<file path="config.mk">
export PLATFORM = sky130hd
export DESIGN_NAME = fetch_stage_flat
export DESIGN_NICKNAME = d
export VERILOG_FILES = /design/src/rtl/fetch_stage_pkg.sv /design/src/rtl/fetch_stage_if.sv /design/src/rtl/fetch_stage_pc_next.sv /design/src/rtl/fetch_stage.sv /design/src/flat_wrapper.sv
export SDC_FILE = /design/constraint.sdc
export NUM_CORES = 1
export LEC_CHECK = 0
export BUFFER_PORTS_ARGS = -buffer_cell sky130_fd_sc_hd__buf_4
export CAP_MARGIN = 20
export CORE_ASPECT_RATIO = 1.4
export CORE_MARGIN = 2
export CORE_UTILIZATION = 52
export DETAILED_ROUTE_END_ITERATION = 8
export PLACE_DENSITY = 0.82
export SYNTH_ARGS = -nofsm -noshare
export SYNTH_HDL_FRONTEND = slang
export SYNTH_SLANG_ARGS = --single-unit
</file>
<file path="constraint.sdc">
create_clock -name clk -period 3.2 [get_ports clk]
set_input_delay 0 -clock clk [delete_from_list [all_inputs] [get_ports clk]]
set_output_delay 0 -clock clk [all_outputs]
set_load 0.05 [all_outputs]
</file>
<file path="src/rtl/fetch_stage_pkg.sv">
// Shared definitions for the instruction-fetch stage and its consumers.
// Holds the FSM encoding, PC increment and instruction width used by decode as well.
package fetch_stage_pkg;

  typedef enum logic {
    S_REQ  = 1'b0,
    S_HOLD = 1'b1
  } fetch_state_e;

  localparam logic [31:0] PC_INCR = 32'd4;
  localparam int          INSTR_W = 32;

endpackage

</file>
<file path="src/rtl/fetch_stage_if.sv">
// Request/acknowledge bus between the fetch stage and instruction memory.
interface fetch_stage_if;
  import fetch_stage_pkg::*;

  logic [31:0]        IMem_Addr;
  logic               IMem_Req;
  logic [INSTR_W-1:0] IMem_Data;
  logic               IMem_Ack;

  modport master (
    output IMem_Addr,
    output IMem_Req,
    input  IMem_Data,
    input  IMem_Ack
  );

  modport slave (
    input  IMem_Addr,
    input  IMem_Req,
    output IMem_Data,
    output IMem_Ack
  );

endinterface

</file>
<file path="src/rtl/fetch_stage_pc_next.sv">
// Next-PC adder: sequential PC+4 or branch-relative PC+4+(offset<<2), modulo 2^32.
module fetch_stage_pc_next
  import fetch_stage_pkg::*;
(
  input  logic [31:0] pc_i,
  input  logic [31:0] immed_i,
  input  logic        sel_i,
  output logic [31:0] pc_next_o
);

  logic [31:0] seq_pc;
  logic [31:0] offset;

  // Shifting in 32 bits drops immed_i[31:30], matching the word-offset encoding.
  always_comb begin
    seq_pc    = pc_i + PC_INCR;
    offset    = sel_i ? (immed_i << 2) : 32'd0;
    pc_next_o = seq_pc + offset;
  end

endmodule

</file>
<file path="src/rtl/fetch_stage.sv">
// Instruction-fetch stage: owns the PC, fetches over a req/ack bus and
// holds the returned word in an instruction register until the next PC load.
module fetch_stage
  import fetch_stage_pkg::*;
#(
  parameter logic [31:0] RESET_PC = 32'h0000_0000,
  parameter int          TIMEOUT  = 16
) (
  input  logic               clk,
  input  logic               rst,
  input  logic               PC_sel,
  input  logic               PC_LdEn,
  input  logic [31:0]        PC_Immed,
  fetch_stage_if.master      imem,
  output logic [INSTR_W-1:0] Instr,
  output logic               Instr_Valid,
  output logic [31:0]        PC,
  output logic               Busy,
  output logic               Fetch_Err
);

  localparam int             CNT_W   = $clog2(TIMEOUT + 1);
  localparam logic [CNT_W-1:0] CNT_MAX = CNT_W'(TIMEOUT);

  fetch_state_e       state_q, state_d;
  logic [31:0]        pc_q, pc_d;
  logic [INSTR_W-1:0] instr_q, instr_d;
  logic               valid_q, valid_d;
  logic [CNT_W-1:0]   cnt_q, cnt_d;
  logic               err_q, err_d;
  logic [31:0]        pc_next_w;

  fetch_stage_pc_next u_pc_next (
    .pc_i      (pc_q),
    .immed_i   (PC_Immed),
    .sel_i     (PC_sel),
    .pc_next_o (pc_next_w)
  );

  always_ff @(posedge clk or posedge rst) begin
    if (rst) begin
      state_q <= S_REQ;
      pc_q    <= RESET_PC;
      instr_q <= '0;
      valid_q <= 1'b0;
      cnt_q   <= '0;
      err_q   <= 1'b0;
    end else begin
      state_q <= state_d;
      pc_q    <= pc_d;
      instr_q <= instr_d;
      valid_q <= valid_d;
      cnt_q   <= cnt_d;
      err_q   <= err_d;
    end
  end

  // A missing ack never abandons the fetch; it only saturates the counter and flags the error.
  always_comb begin
    state_d = state_q;
    pc_d    = pc_q;
    instr_d = instr_q;
    valid_d = valid_q;
    cnt_d   = cnt_q;
    err_d   = err_q;
    case (state_q)
      S_REQ: begin
        if (imem.IMem_Ack) begin
          instr_d = imem.IMem_Data;
          valid_d = 1'b1;
          cnt_d   = '0;
          state_d = S_HOLD;
        end else begin
          if (cnt_q != CNT_MAX) cnt_d = cnt_q + 1'b1;
          if (cnt_d == CNT_MAX) err_d = 1'b1;
        end
      end
      S_HOLD: begin
        if (PC_LdEn) begin
          pc_d    = pc_next_w;
          valid_d = 1'b0;
          state_d = S_REQ;
        end
      end
      default: state_d = S_REQ;
    endcase
  end

  // Req is gated by rst so an outstanding request drops the instant reset rises.
  always_comb begin
    imem.IMem_Req  = (state_q == S_REQ) && !rst;
    imem.IMem_Addr = pc_q;
    Busy           = (state_q == S_REQ);
    Instr          = instr_q;
    Instr_Valid    = valid_q;
    PC             = pc_q;
    Fetch_Err      = err_q;
  end

endmodule

</file>
<file path="src/flat_wrapper.sv">
// flat-port wrapper written by rule: the top's interface ports become plain ports
module fetch_stage_flat import fetch_stage_pkg::*;
#(
  parameter logic [31:0] RESET_PC = 32'h0000_0000,
  parameter int          TIMEOUT  = 16
)
  (clk, rst, PC_sel, PC_LdEn, PC_Immed, Instr, Instr_Valid, PC, Busy, Fetch_Err, imem_IMem_Addr, imem_IMem_Req, imem_IMem_Data, imem_IMem_Ack);
  fetch_stage_if imem_i ();
  input  logic clk;
  input  logic rst;
  input  logic PC_sel;
  input  logic PC_LdEn;
  input  logic [31:0] PC_Immed;
  output logic [INSTR_W-1:0] Instr;
  output logic Instr_Valid;
  output logic [31:0] PC;
  output logic Busy;
  output logic Fetch_Err;
  output wire logic [$bits(imem_i.IMem_Addr)-1:0] imem_IMem_Addr;
  output wire logic [$bits(imem_i.IMem_Req)-1:0] imem_IMem_Req;
  input wire logic [$bits(imem_i.IMem_Data)-1:0] imem_IMem_Data;
  input wire logic [$bits(imem_i.IMem_Ack)-1:0] imem_IMem_Ack;
  assign imem_IMem_Addr = imem_i.IMem_Addr;
  assign imem_IMem_Req = imem_i.IMem_Req;
  assign imem_i.IMem_Data = imem_IMem_Data;
  assign imem_i.IMem_Ack = imem_IMem_Ack;
  fetch_stage #(.RESET_PC(RESET_PC), .TIMEOUT(TIMEOUT)) u_core (.clk(clk), .rst(rst), .PC_sel(PC_sel), .PC_LdEn(PC_LdEn), .PC_Immed(PC_Immed), .imem(imem_i), .Instr(Instr), .Instr_Valid(Instr_Valid), .PC(PC), .Busy(Busy), .Fetch_Err(Fetch_Err));
endmodule
</file>
Yosys cells after proc, flatten, opt, wreduce, memory -nomap -nowiden
Index checks and enable logic that the tools add are counted.
{ "op_classes": {"n_bitwise": 2, "eq_ne": 4, "add_sub_neg": 3, "reduce_logical": 6, "n_mux": 11} }
{ "op_table": {"columns": ["operator", "count"], "rows": [
  ["32-bit by 3-bit adder with 32-bit output (second input constant)", 1],
  ["32-bit adder", 1],
  ["32-bit two-way mux", 1],
  ["5-bit two-way mux", 4],
  ["2-bit AND reduction", 3],
  ["5-bit by 1-bit adder with 5-bit output (second input constant)", 1],
  ["5-bit == test (second input constant)", 1],
  ["5-bit inequality test (second input constant)", 1],
  ["1-bit two-way mux", 4],
  ["1-bit case mux with 2 select lines", 2],
  ["3-bit AND reduction", 1],
  ["2-bit by 1-bit inequality test with 1-bit output (second input constant)", 1],
  ["2-bit inequality test (second input constant)", 1],
  ["1-bit inverter", 2],
  ["1-bit logical AND", 1],
  ["1-bit logical NOT", 1]
]} }
{ "totals": {"input_bits": 69, "output_inout_bits": 100, "regBits": 72} }

Longest topological paths before layout
{ "depth": {"word_depth": 6, "depth_mapped": 13, "ltp_nobuf": 12} }

By module
Synthesis repeated with hierarchy kept, for this count alone.
{ "unflattened": {"hier_cells": 490, "area_unflattened_um2": 5305.1} }
{ "by_module_without_submodules": {"columns": ["mod", "n_inst", "seq_area_each_um2", "cells_each", "area_per_inst_um2"], "rows": [
  ["fetch_stage", 1, 1801.7, 215, 3200.6],
  ["fetch_stage_pc_next", 1, 0.0, 275, 2104.5]
]} }

Worst setup path before layout
Ideal clock, no wire load.
{ "synth_path": {"path_kind": "register to register", "startpoint": "reg u_core.pc_q[3], in the netlist u_core.PC[3]", "endpoint": "reg u_core.pc_q[29], in the netlist u_core.PC[29]", "setup_slack_ps": 258, "t_arrival_ps": 2862, "setup_ps": 79, "path_stages_with_launch": 11, "synth_period_minus_slack_ps": 2942, "required_time_ps": 3121, "path_cell_list": "dfrtp_1 -> ha_1 -> ha_1 -> fa_1 -> a211oi_2 -> o21ai_2 -> o211a_4 -> o21bai_4 -> nand3_2 -> a221oi_2 -> mux2i_1"} }
{ "synth_via": {"elab_chain_len": 2} }
{ "synth_rtl": {"columns": ["item", "line_no", "rtl"], "rows": [
  ["from (decl)", "fetch_stage.sv:26", "logic [31:0] pc_q, pc_d;"],
  ["from (signal assigned)", "fetch_stage.sv:50", "pc_q <= pc_d;"],
  ["32-bit by 3-bit adder with 32-bit output", "fetch_stage_pc_next.sv:16", "seq_pc = pc_i + PC_INCR;"],
  ["32-bit adder", "fetch_stage_pc_next.sv:18", "pc_next_o = seq_pc + offset;"]
]} }
Every way passes these cells.
A chain may end at the register's enable or synchronous reset.

Worst setup path after layout
Ends and elaborated chain as after synthesis.

==> flow_summary.yaml <==
grt:
  antenna_found_initial: 0
  grt_pass1_vias: 4532
  grt-ovfl-total: 0
  grt_max_degree: 45
  grt_pass1_wl_mm: 20.9
  grt_usage_pct: 24.7
placed_design:
  place_ws_ns: 0.343
  gp_congestion: 0.917
  port_buffers: 162
  hpwlAfterDp_mm: 9.63
timing:
  fin_skew_ns: 0.0103
  rsz0062_at_grt: "false"
  fmax_mhz: 345
  tns_ns: 0
  relSlewSlack_pct: 36.5
  hold_violations: 0
  slew_viol_final: 0
  finalSetupViolations: 0
  hold_slack_ns: 0.0518
  period_minus_slack_ns: 2.90
  setup_slack_ns: 0.304
  finalCritPeriodShare_pct: 90.5
  tightest_slew_ns: 0.951
logic_synthesis:
  yosys.area_share.adder_pct: 14.6
  synth_compound_area_share_pct: 16.0
  ys_ff_latch: 70
  syn-instance-count: 553
  postSynthAreaPerCell_um2: 9.41
  ys_seq_area_share_pct: 33.6
  muxShareOfSynthArea_pct: 7.55
  synth_ff_type: "dfrtp_1"
  ys_types: 59
  synth_top_family_by_area: "compound AO/OA/AOI/OAI gates"
  synthSimpleGateAreaFrac_pct: 15.3
  synthArstFlopShare_pct: 100
  syn_area_um2: 5210
  synth_edf_count: 0
  yosysWarningCount: 0
  synthXorXnorAreaFrac_pct: 4.71
floorplan:
  dieArea_um2: 10800
  start_util_pct: 52.9
  fp.dieW_um: 88.6
  die_h_um: 122
  coreArea_um2: 9850
  ioPinCount: 169
  num_rows: 43
final_layout:
  drive_gt1_share_pct: 33.1
  final_nets: 836
  most-common-layout-cells: "166 x buf_4, 70 x dfrtp_1, 59 x nand2_1, 59 x ha_1, 34 x dlygate4sd3_1"
  fill_cells: 750
  antennaDiodeCount: 0
  area_growth_pct: 32.6
  final_common_cell: "buf_4"
hold_path:
  worstHoldPathType: "input pin to flop"
  hp-start: "PC_Immed[0]"
  whs_path_depth: 4
setup_path:
  cp-end-kind: "flop"
  startpoint: "u_core.PC[3]"
  cp_cell_sequence: "ha_1 > ha_1 > fa_1 > a211oi_2 > o21ai_2 > o211a_4 > o21bai_4 > nand3_2 > a221oi_2 > mux2i_1"
  critPathArrivalTime_ns: 3.15
  crit_path_start_kind: "flop"
  crit_type: "flop to flop"
  r2r_start: "u_core.PC[3]"
  worst-path-max-fanout: 4
  cpMaxStageDelayCell: "fa_1"
  critical_path_required_ns: 3.45
  max_stage_delay_ns: 0.45
  cpMostUsedCell: "ha_1"
  rr_worst_depth: 10
routing:
  via_count: 4521
  drtPass1Iterations: 4
  drcViolationCount: 0
  drt-wirelength-per-cell_um: 15.7
  drt_wl_total_mm: 13.3
  vias_per_cell: 5.34
  drt_iter0_drc: 125
  ant_nets: 0
clock_tree:
  cts_sinks: 70
  cts_buffer_depth: 2
  clk_latency_ns: 0.34
  cts_made_buffers: 9
  cts_tree: "yes"
  post_cts_buffers: 0
  clock-root-buffer: "clkbuf_16"
  cts_max_level: 3
  clk_pin_slew_worst_paths_ns: 0.06
flow_run:
  maxCapViolations: 0
status:
  status: "finished clean"
pwr:
  ir_drop_mv: 0.765
  cellPowerDensity_nw_per_um2: 993
  leakage_nw: 3.40
  power_w: 0.00685
[layout make-up]
class	instances	area [um2]	share of cell area [%]
Sequential cell	70	1750	25.4
Inverter	13	48.8	0.707
Tap cell	135	169	2.45
Clock inverter	5	57.6	0.834
Clock buffer	11	243	3.52
Timing Repair Buffer	200	1590	23.0
Multi-Input combinational cell	413	3050	44.1
[power breakdown]
group          internal (W)  switching [W]
Sequential          0.00118       0.000306
Clock              0.000626       0.000386
Combinational       0.00144        0.00291
Total               0.00325        0.00360
[worst paths after layout]
path	end	slack, ns
setup / recovery	u_core.PC[29]	0.30
hold / removal	u_core.PC[2]	0.05
setup reg to reg	u_core.PC[29]	0.30
hold reg to reg	u_core.Fetch_Err	0.48
max in group asynchronous	u_core.Instr[12]	1.95
min in group asynchronous	u_core.PC[10]	0.48
[per-layer routing]
| layer | part of all wire (%) | global-route usage [%] | vias to the layer above |
|---|---|---|---|
| li1 | - | - | 2222 |
| met4 | 1.9 | 9.85 | 0 |
| met3 | 6.9 | 4.24 | 17 |
| met1 | 40 | 27.3 | 2107 |
| met5 | 0 | 0 | - |
| met2 | 51 | 45.8 | 175 |
[registers in the layout, summed over array words and instances, names as in the netlist]
signal / cells
u_core.Instr: 32
u_core.PC: 30
u_core.cnt_q: 5
u_core.Fetch_Err: 1
u_core.Instr_Valid: 1
u_core.state_q: 1
[per-stage QoR]
step                      std cells  utilization, %  cell area (um2)
final                           847            70.1             6900
after floorplan                 556               -             5220
after detailed placement        797            63.6             6260
after CTS                       847            70.1             6900
after global routing            847            70.1             6900
after global placement          797            63.6             6260
[Yosys cell counts, types with 7 or more instances]
cell type  number  share of area (%)
o21ai_1        18                1.7
nor3_1          9               0.87
ha_1           59                 14
nand2_1        60                4.3
nand4_1        13                1.6
buf_2           7               0.67
mux2_2         32                6.9
dfrtp_1        70                 34
buf_4          38                5.5
and2_1         30                3.6
xor2_1         11                1.9
inv_1          13               0.94
a21o_1         11                1.6
clkbuf_1       15                1.1
o21ai_0        27                2.6
nor2_1         23                1.7
nand3_1        10               0.96
a21oi_1        33                3.2
xnor2_1        17                2.9
[worst max-delay path, delay by kind of cell, from the launching register on]
kind / cells / cell delay, ns
AND/OR/NAND/NOR: 1 / 0.09
adder cells (fa/ha/maj): 3 / 0.99
multiplexers: 1 / 0.23
flip-flops: 1 / 0.42
AO/OA/AOI/OAI: 5 / 1.08
[cells by family after synthesis]
logic type	count (synthesis)
AOI/OAI and AO/OA	127
xor gates and xnor gates	28
adders and majority gates	60
buffers and inverters	73
DFF	70
muxes	34
other	1
and+or+nand+nor	160
[what timing repair did]
| item | CTS | global route |
|---|---|---|
| gates resized for setup | 0 | 0 |
| setup endpoints to repair | 0 | 0 |
| hold endpoints to repair | 78 | 0 |
| hold buffers | 34 | 0 |
Power figures use the tool's default switching activity.
